===== config.mk =====
export PLATFORM = sky130hd
export DESIGN_NAME = fetch_unit
export DESIGN_NICKNAME = d
export VERILOG_FILES = /design/src/rtl/fetch_pkg.sv /design/src/rtl/fetch_unit.sv
export SDC_FILE = /design/constraint.sdc
export NUM_CORES = 1
export LEC_CHECK = 0
export CORE_MARGIN = 2
export CORE_UTILIZATION = 45
export CTS_BUF_LIST = sky130_fd_sc_hd__clkbuf_8 sky130_fd_sc_hd__clkbuf_16
export DETAILED_ROUTE_END_ITERATION = 12
export GPL_TIMING_DRIVEN = 0
export PLACE_DENSITY_LB_ADDON = 0.08
export REMOVE_ABC_BUFFERS = 1
export SYNTH_ARGS = -nofsm -noshare
export SYNTH_HDL_FRONTEND = slang
export SYNTH_SLANG_ARGS = --single-unit

===== constraint.sdc =====
create_clock -name clk -period 4.9 [get_ports clk]
set_input_delay 0.49 -clock clk [delete_from_list [all_inputs] [get_ports clk]]
set_output_delay 0.49 -clock clk [all_outputs]
set_load 0.005 [all_outputs]

===== src/rtl/fetch_pkg.sv =====
// Shared types and constants for the instruction fetch unit.
package fetch_pkg;

  typedef enum logic [1:0] {
    S_REQ  = 2'd0,
    S_WAIT = 2'd1,
    S_HOLD = 2'd2
  } fetch_state_e;

  localparam int unsigned DEFAULT_PC_STEP = 4;

endpackage


===== src/rtl/fetch_unit.sv =====
// Single-outstanding instruction fetch unit with a pending-redirect register.
// Define BRANCH_DELAY_SLOT_EN to deliver the in-flight/held instruction as a delay slot on redirect.
module fetch_unit
  import fetch_pkg::*;
#(
  parameter int unsigned       ADDR_W    = 32,
  parameter int unsigned       DATA_W    = 32,
  parameter logic [ADDR_W-1:0] RESET_VEC = '0,
  parameter int unsigned       PC_STEP   = DEFAULT_PC_STEP
) (
  input  logic              clk,
  input  logic              reset,
  output logic              imem_req,
  output logic [ADDR_W-1:0] imem_addr,
  input  logic              imem_gnt,
  input  logic              imem_rvalid,
  input  logic [DATA_W-1:0] imem_rdata,
  input  logic              redirect,
  input  logic [ADDR_W-1:0] redirect_pc,
  output logic              inst_valid,
  output logic [DATA_W-1:0] inst,
  output logic [ADDR_W-1:0] inst_pc,
  input  logic              inst_ready
);

  fetch_state_e      state_q, state_d;
  logic [ADDR_W-1:0] pc_q, pc_d;
  logic [DATA_W-1:0] inst_q, inst_d;
  logic [ADDR_W-1:0] inst_pc_q, inst_pc_d;
  logic              pend_q, pend_d;
  logic [ADDR_W-1:0] pend_pc_q, pend_pc_d;
  logic              redir_any;
  logic [ADDR_W-1:0] redir_pc;

  always_comb begin
    // NOTE: every next-state signal gets a default first so no path infers a latch.
    state_d   = state_q;
    pc_d      = pc_q;
    inst_d    = inst_q;
    inst_pc_d = inst_pc_q;
    pend_d    = pend_q;
    pend_pc_d = pend_pc_q;
    // A redirect arriving this cycle is newer than the pending one.
    redir_any = redirect | pend_q;
    redir_pc  = redirect ? redirect_pc : pend_pc_q;

    if (redirect) begin
      pend_d    = 1'b1;
      pend_pc_d = redirect_pc;
    end

    unique case (state_q)
      S_REQ: begin
        if (imem_gnt) state_d = S_WAIT;
      end
      S_WAIT: begin
        if (imem_rvalid) begin
          pend_d = 1'b0;
          pc_d   = redir_any ? redir_pc : pc_q + ADDR_W'(PC_STEP);
`ifdef BRANCH_DELAY_SLOT_EN
          state_d   = S_HOLD;
          inst_d    = imem_rdata;
          inst_pc_d = pc_q;
`else
          if (redir_any) begin
            state_d = S_REQ;
          end else begin
            state_d   = S_HOLD;
            inst_d    = imem_rdata;
            inst_pc_d = pc_q;
          end
`endif
        end
      end
      default: begin
        if (inst_ready) state_d = S_REQ;
        // In HOLD nothing is in flight, so a redirect retargets the next fetch at once.
        if (redirect) begin
          pend_d = 1'b0;
          pc_d   = redirect_pc;
`ifndef BRANCH_DELAY_SLOT_EN
          state_d = S_REQ;
`endif
        end
      end
    endcase
  end

  // NOTE: sequential state uses non-blocking assignments only.
  always_ff @(posedge clk or posedge reset) begin
    if (reset) begin
      state_q   <= S_REQ;
      pc_q      <= RESET_VEC;
      inst_q    <= '0;
      inst_pc_q <= '0;
      pend_q    <= 1'b0;
      pend_pc_q <= '0;
    end else begin
      state_q   <= state_d;
      pc_q      <= pc_d;
      inst_q    <= inst_d;
      inst_pc_q <= inst_pc_d;
      pend_q    <= pend_d;
      pend_pc_q <= pend_pc_d;
    end
  end

  assign imem_req   = (state_q == S_REQ) && !reset;
  assign imem_addr  = pc_q;
  assign inst_valid = (state_q == S_HOLD);
  assign inst       = inst_q;
  assign inst_pc    = inst_pc_q;

endmodule

==> impl_results.md <==
- Outcome: finished clean
- Htree depth: 4
- Placed cells: 817
- R2R cell count: 4
- P_leak: 3.48 nW
- Routed length per instance: about 17 µm
- Die Y: 120 µm
- EDFF count, synth: 0
- Largest family of logic cells by synthesized area: multiplexers
- CP startpoint kind: register
- Cells after synthesis: approximately 500
- Worst Path Max Fanout: 68
- I/O Buffers: 167
- Seq cells post-synth: 131
- DP Worst Slack: 1.48 ns
- Most used DFF post-synth: dfrtp_1
- Worst VDD drop: 0.277 mV
- Crit end category: register
- Clk sinks: 131
- Avg Vias per Cell: 5.49
- Hold Crit Start: redirect
- RSZ-0062 raised after global routing: no
- Total track usage: 0.211
- Cell variety after synth: 49
- DRT Wirelength: roughly 15000 µm
- Crit-path leading delay family: simple AND/OR/NAND/NOR gates
- Pwr Density: 557 mW/mm²
- Crit-path cells: or2b_4 > nor2_1 > nand2_4 > mux2_2
- Max Cap Violations: 0
- DRC Markers: 0
- First-pass GRT wire length: 23800 µm
- TritonCTS Buffers: 17
- HP Class: primary input to register
- Switching power: between 1 and 1.5 mW
- Tcrit/Tclk final: 0.641
- Final Instance Count excl. Fillers: 848
- Crit path time final: 3.14 ns
- Final net count: ~730
- Simple-Gate Fraction of Synth Area: 0.103
- Share of post-route cells with drive strength above 1: 0.210
- Post CTS Setup Buffer Count: 0
- Setup violators final: 0
- Die area: 0.0145 mm²
- Largest net degree at the start of global routing: 100
- Initial Utilization: 0.460
- Fillcell total: 1086
- FP Rows: 42
- Mapped Area: 0.00610 mm²
- DRT Pass-1 Iters: 4
- Area Overhead vs Synth: 37.7%
- Io pins: 168
- Fmax: roughly 0.32 GHz
- GP Congestion: 0.738
- CP max stage delay: around 0.81 ns
- Initial drt markers: 309
- Vias in the first global route: 4635
- RR Startpoint: state_q[1]
- Syn Area/Cell: 12.1 µm²
- Critical path's slowest cell: nor2_1
- CTS root buffer: clkbuf_16
- CP bufs+invs: 0
- Fraction of power spent switching nets: 0.296
- Worst min-delay path endpoint: pend_pc_q[27]
- Hold bufs inserted after CTS: 0
- Yosys warns: 0
- XOR/XNOR Fraction of Synth Area: 0
- Proportion of synthesized area in mux cells: 0.177
- Clock Latency Late Sink: 0.42 ns
- Worst-path clk slew: 0.05 ns
- N_diodes: 0
- Critical path required time: 5.19 ns
- Clk_skew: 0.00606 ns
- FF-to-FF End: inst[25]
- Relative slew slack: 0.349
- Int Pwr: about 3.3 mW
- Seq/Total Area, Yosys: 0.538
- Core box area: 0.0132 mm²
- Worst setup path class: register to register
- Tightest Pin Transition: 0.973 ns
- Total power: 4.68 mW
- Sequential Power Share: 0.402
- Async S/R FF share, synth: 1.00
- CTS tree: yes
- Post-synthesis compound-gate area fraction: 0.139
- Hpwl dp: 9830 µm
- DR vias: 4658
- Comb pwr share: 0.349
- Synth Area in Adders: 0.00205
- Initial antenna violation count: 0
- Slew Viols, Final: 0
- Overflow after GRT: 0
- Crit path arrival time: 3.43 ns
- CTS max path bufs: 2
- WHS Path Cells: 2
- CTS resizes: 0
- Power share of the clock group: 0.249
- Final antenna-violating net count: 0
- Chip width: about 120 µm
- Hold Fails Final Rpt: 0
- Worst setup margin: 1.76 ns
- Reg2Reg Setup Slack: between 1.5 and 2 ns
[power groups by stage]
stage / combinational [mW] / sequential, mW / clock [mW]
after global placement: 1.60 / 1.87 / 0
after floorplan: 0.617 / 1.85 / 0
after global routing: 1.78 / 1.95 / 1.25
final: 1.63 / 1.88 / 1.16
after detailed placement: 1.65 / 1.90 / 0
after CTS: 1.66 / 1.88 / 1.19
[worst reg2reg max path, stage by stage (launching register included)]
cell and delay (ns):
dfrtp_1 0.49, or2b_4 0.46, nor2_1 0.81, nand2_4 0.66
mux2_2 0.60
[placed cells by master (no fill, tap or decap), types with 3 or more instances in the layout]
cell type        Yosys  routed
and4_1               3       3
clkbuf_16            0      17
o31a_1               6       6
a22o_1              11      11
nor2_1              22      21
nand2_1             29      27
o211ai_1             3       3
nor2b_1              5       5
clkbuf_8             9       4
nand3_1             12      12
clkinv_2             0       4
a221oi_1             4       4
nor3_1               5       5
inv_1                4       8
mux2_2              93      93
clkdlybuf4s50_1      0     166
o21ai_0             52      52
a31oi_1             10      10
nor4_1               5       5
nand4_1              3       3
dfrtp_1            131     131
a222oi_1             3       3
or3_1                3       3
a22oi_1             11      11
nand4_4              3       3
o311ai_0             3       3
mux2i_1              3       3
and3_1               5       5
a21oi_1             16      16
[cells in the mapped netlist (8+ instances only)]
cell type,instances,area share
nand3_1,12,0.0099
o21ai_0,52,0.043
mux2_2,93,0.17
buf_2,15,0.012
nor2_1,22,0.014
dfrtp_1,131,0.54
a22o_1,11,0.016
nand2_1,29,0.018
a31oi_1,10,0.010
clkbuf_8,9,0.020
a22oi_1,11,0.014
a21oi_1,16,0.013
clkbuf_1,8,0.0049
[registers in the layout, summed over array words and instances, names as in the netlist]
name,cells
pend_q,1
state_q,2
inst,32
inst_pc,32
pend_pc_q,32
imem_addr,32
[cell families after synthesis]
| group | Yosys count |
|---|---|
| adders and majority gates | 1 |
| buffers and inverters | 38 |
| AOI/OAI and AO/OA | 131 |
| muxes | 96 |
| DFF | 131 |
| and+or+nand+nor | 106 |
[metrics by stage]
stage                     area, µm²  TNS, ns   util  hold slack [ns]
after floorplan                5860        0      -            0.472
after global placement         7750  -223.73  0.585            0.465
after detailed placement       7850        0  0.592            0.479
after CTS                      8400        0  0.634            0.408
after global routing           8400        0  0.634            0.412
final                          8400        0  0.634            0.425
[layout make-up]
cell class | count | area (µm²) | area share
Multi-Input combinational cell | 334 | 2570 | 0.307
Clock inverter | 10 | 68.8 | 0.00819
Timing Repair Buffer | 172 | 1760 | 0.209
Sequential cell | 131 | 3280 | 0.390
Inverter | 4 | 20.0 | 0.00238
Tap cell | 176 | 220 | 0.0262
Clock buffer | 21 | 480 | 0.0572
[how the worst max path moves through the flow]
stage | startpoint | endpoint | slack (ns) | depth (start not counted)
2_1_floorplan | reset | imem_addr[0] | 0.91 | 1
3_3_place_gp | redirect | inst[10] | -1.48 | 5
3_5_place_dp | redirect | inst[4] | 1.48 | 6
4_1_cts | state_q[1] | inst[4] | 1.72 | 4
5_1_grt | state_q[1] | inst[14] | 1.52 | 4
6_report | state_q[1] | inst[25] | 1.76 | 4
[metal layers]
layer	vias up	track usage	routed length (µm)	part of all wire
met3	16	0.0566	913	0.062
met2	157	0.337	7070	0.48
met1	2289	0.278	6530	0.44
li1	2196	-	-	-
met4	0	0.0778	218	0.015
met5	-	0	0	0
No activity file was read; power rests on OpenSTA's default activity.
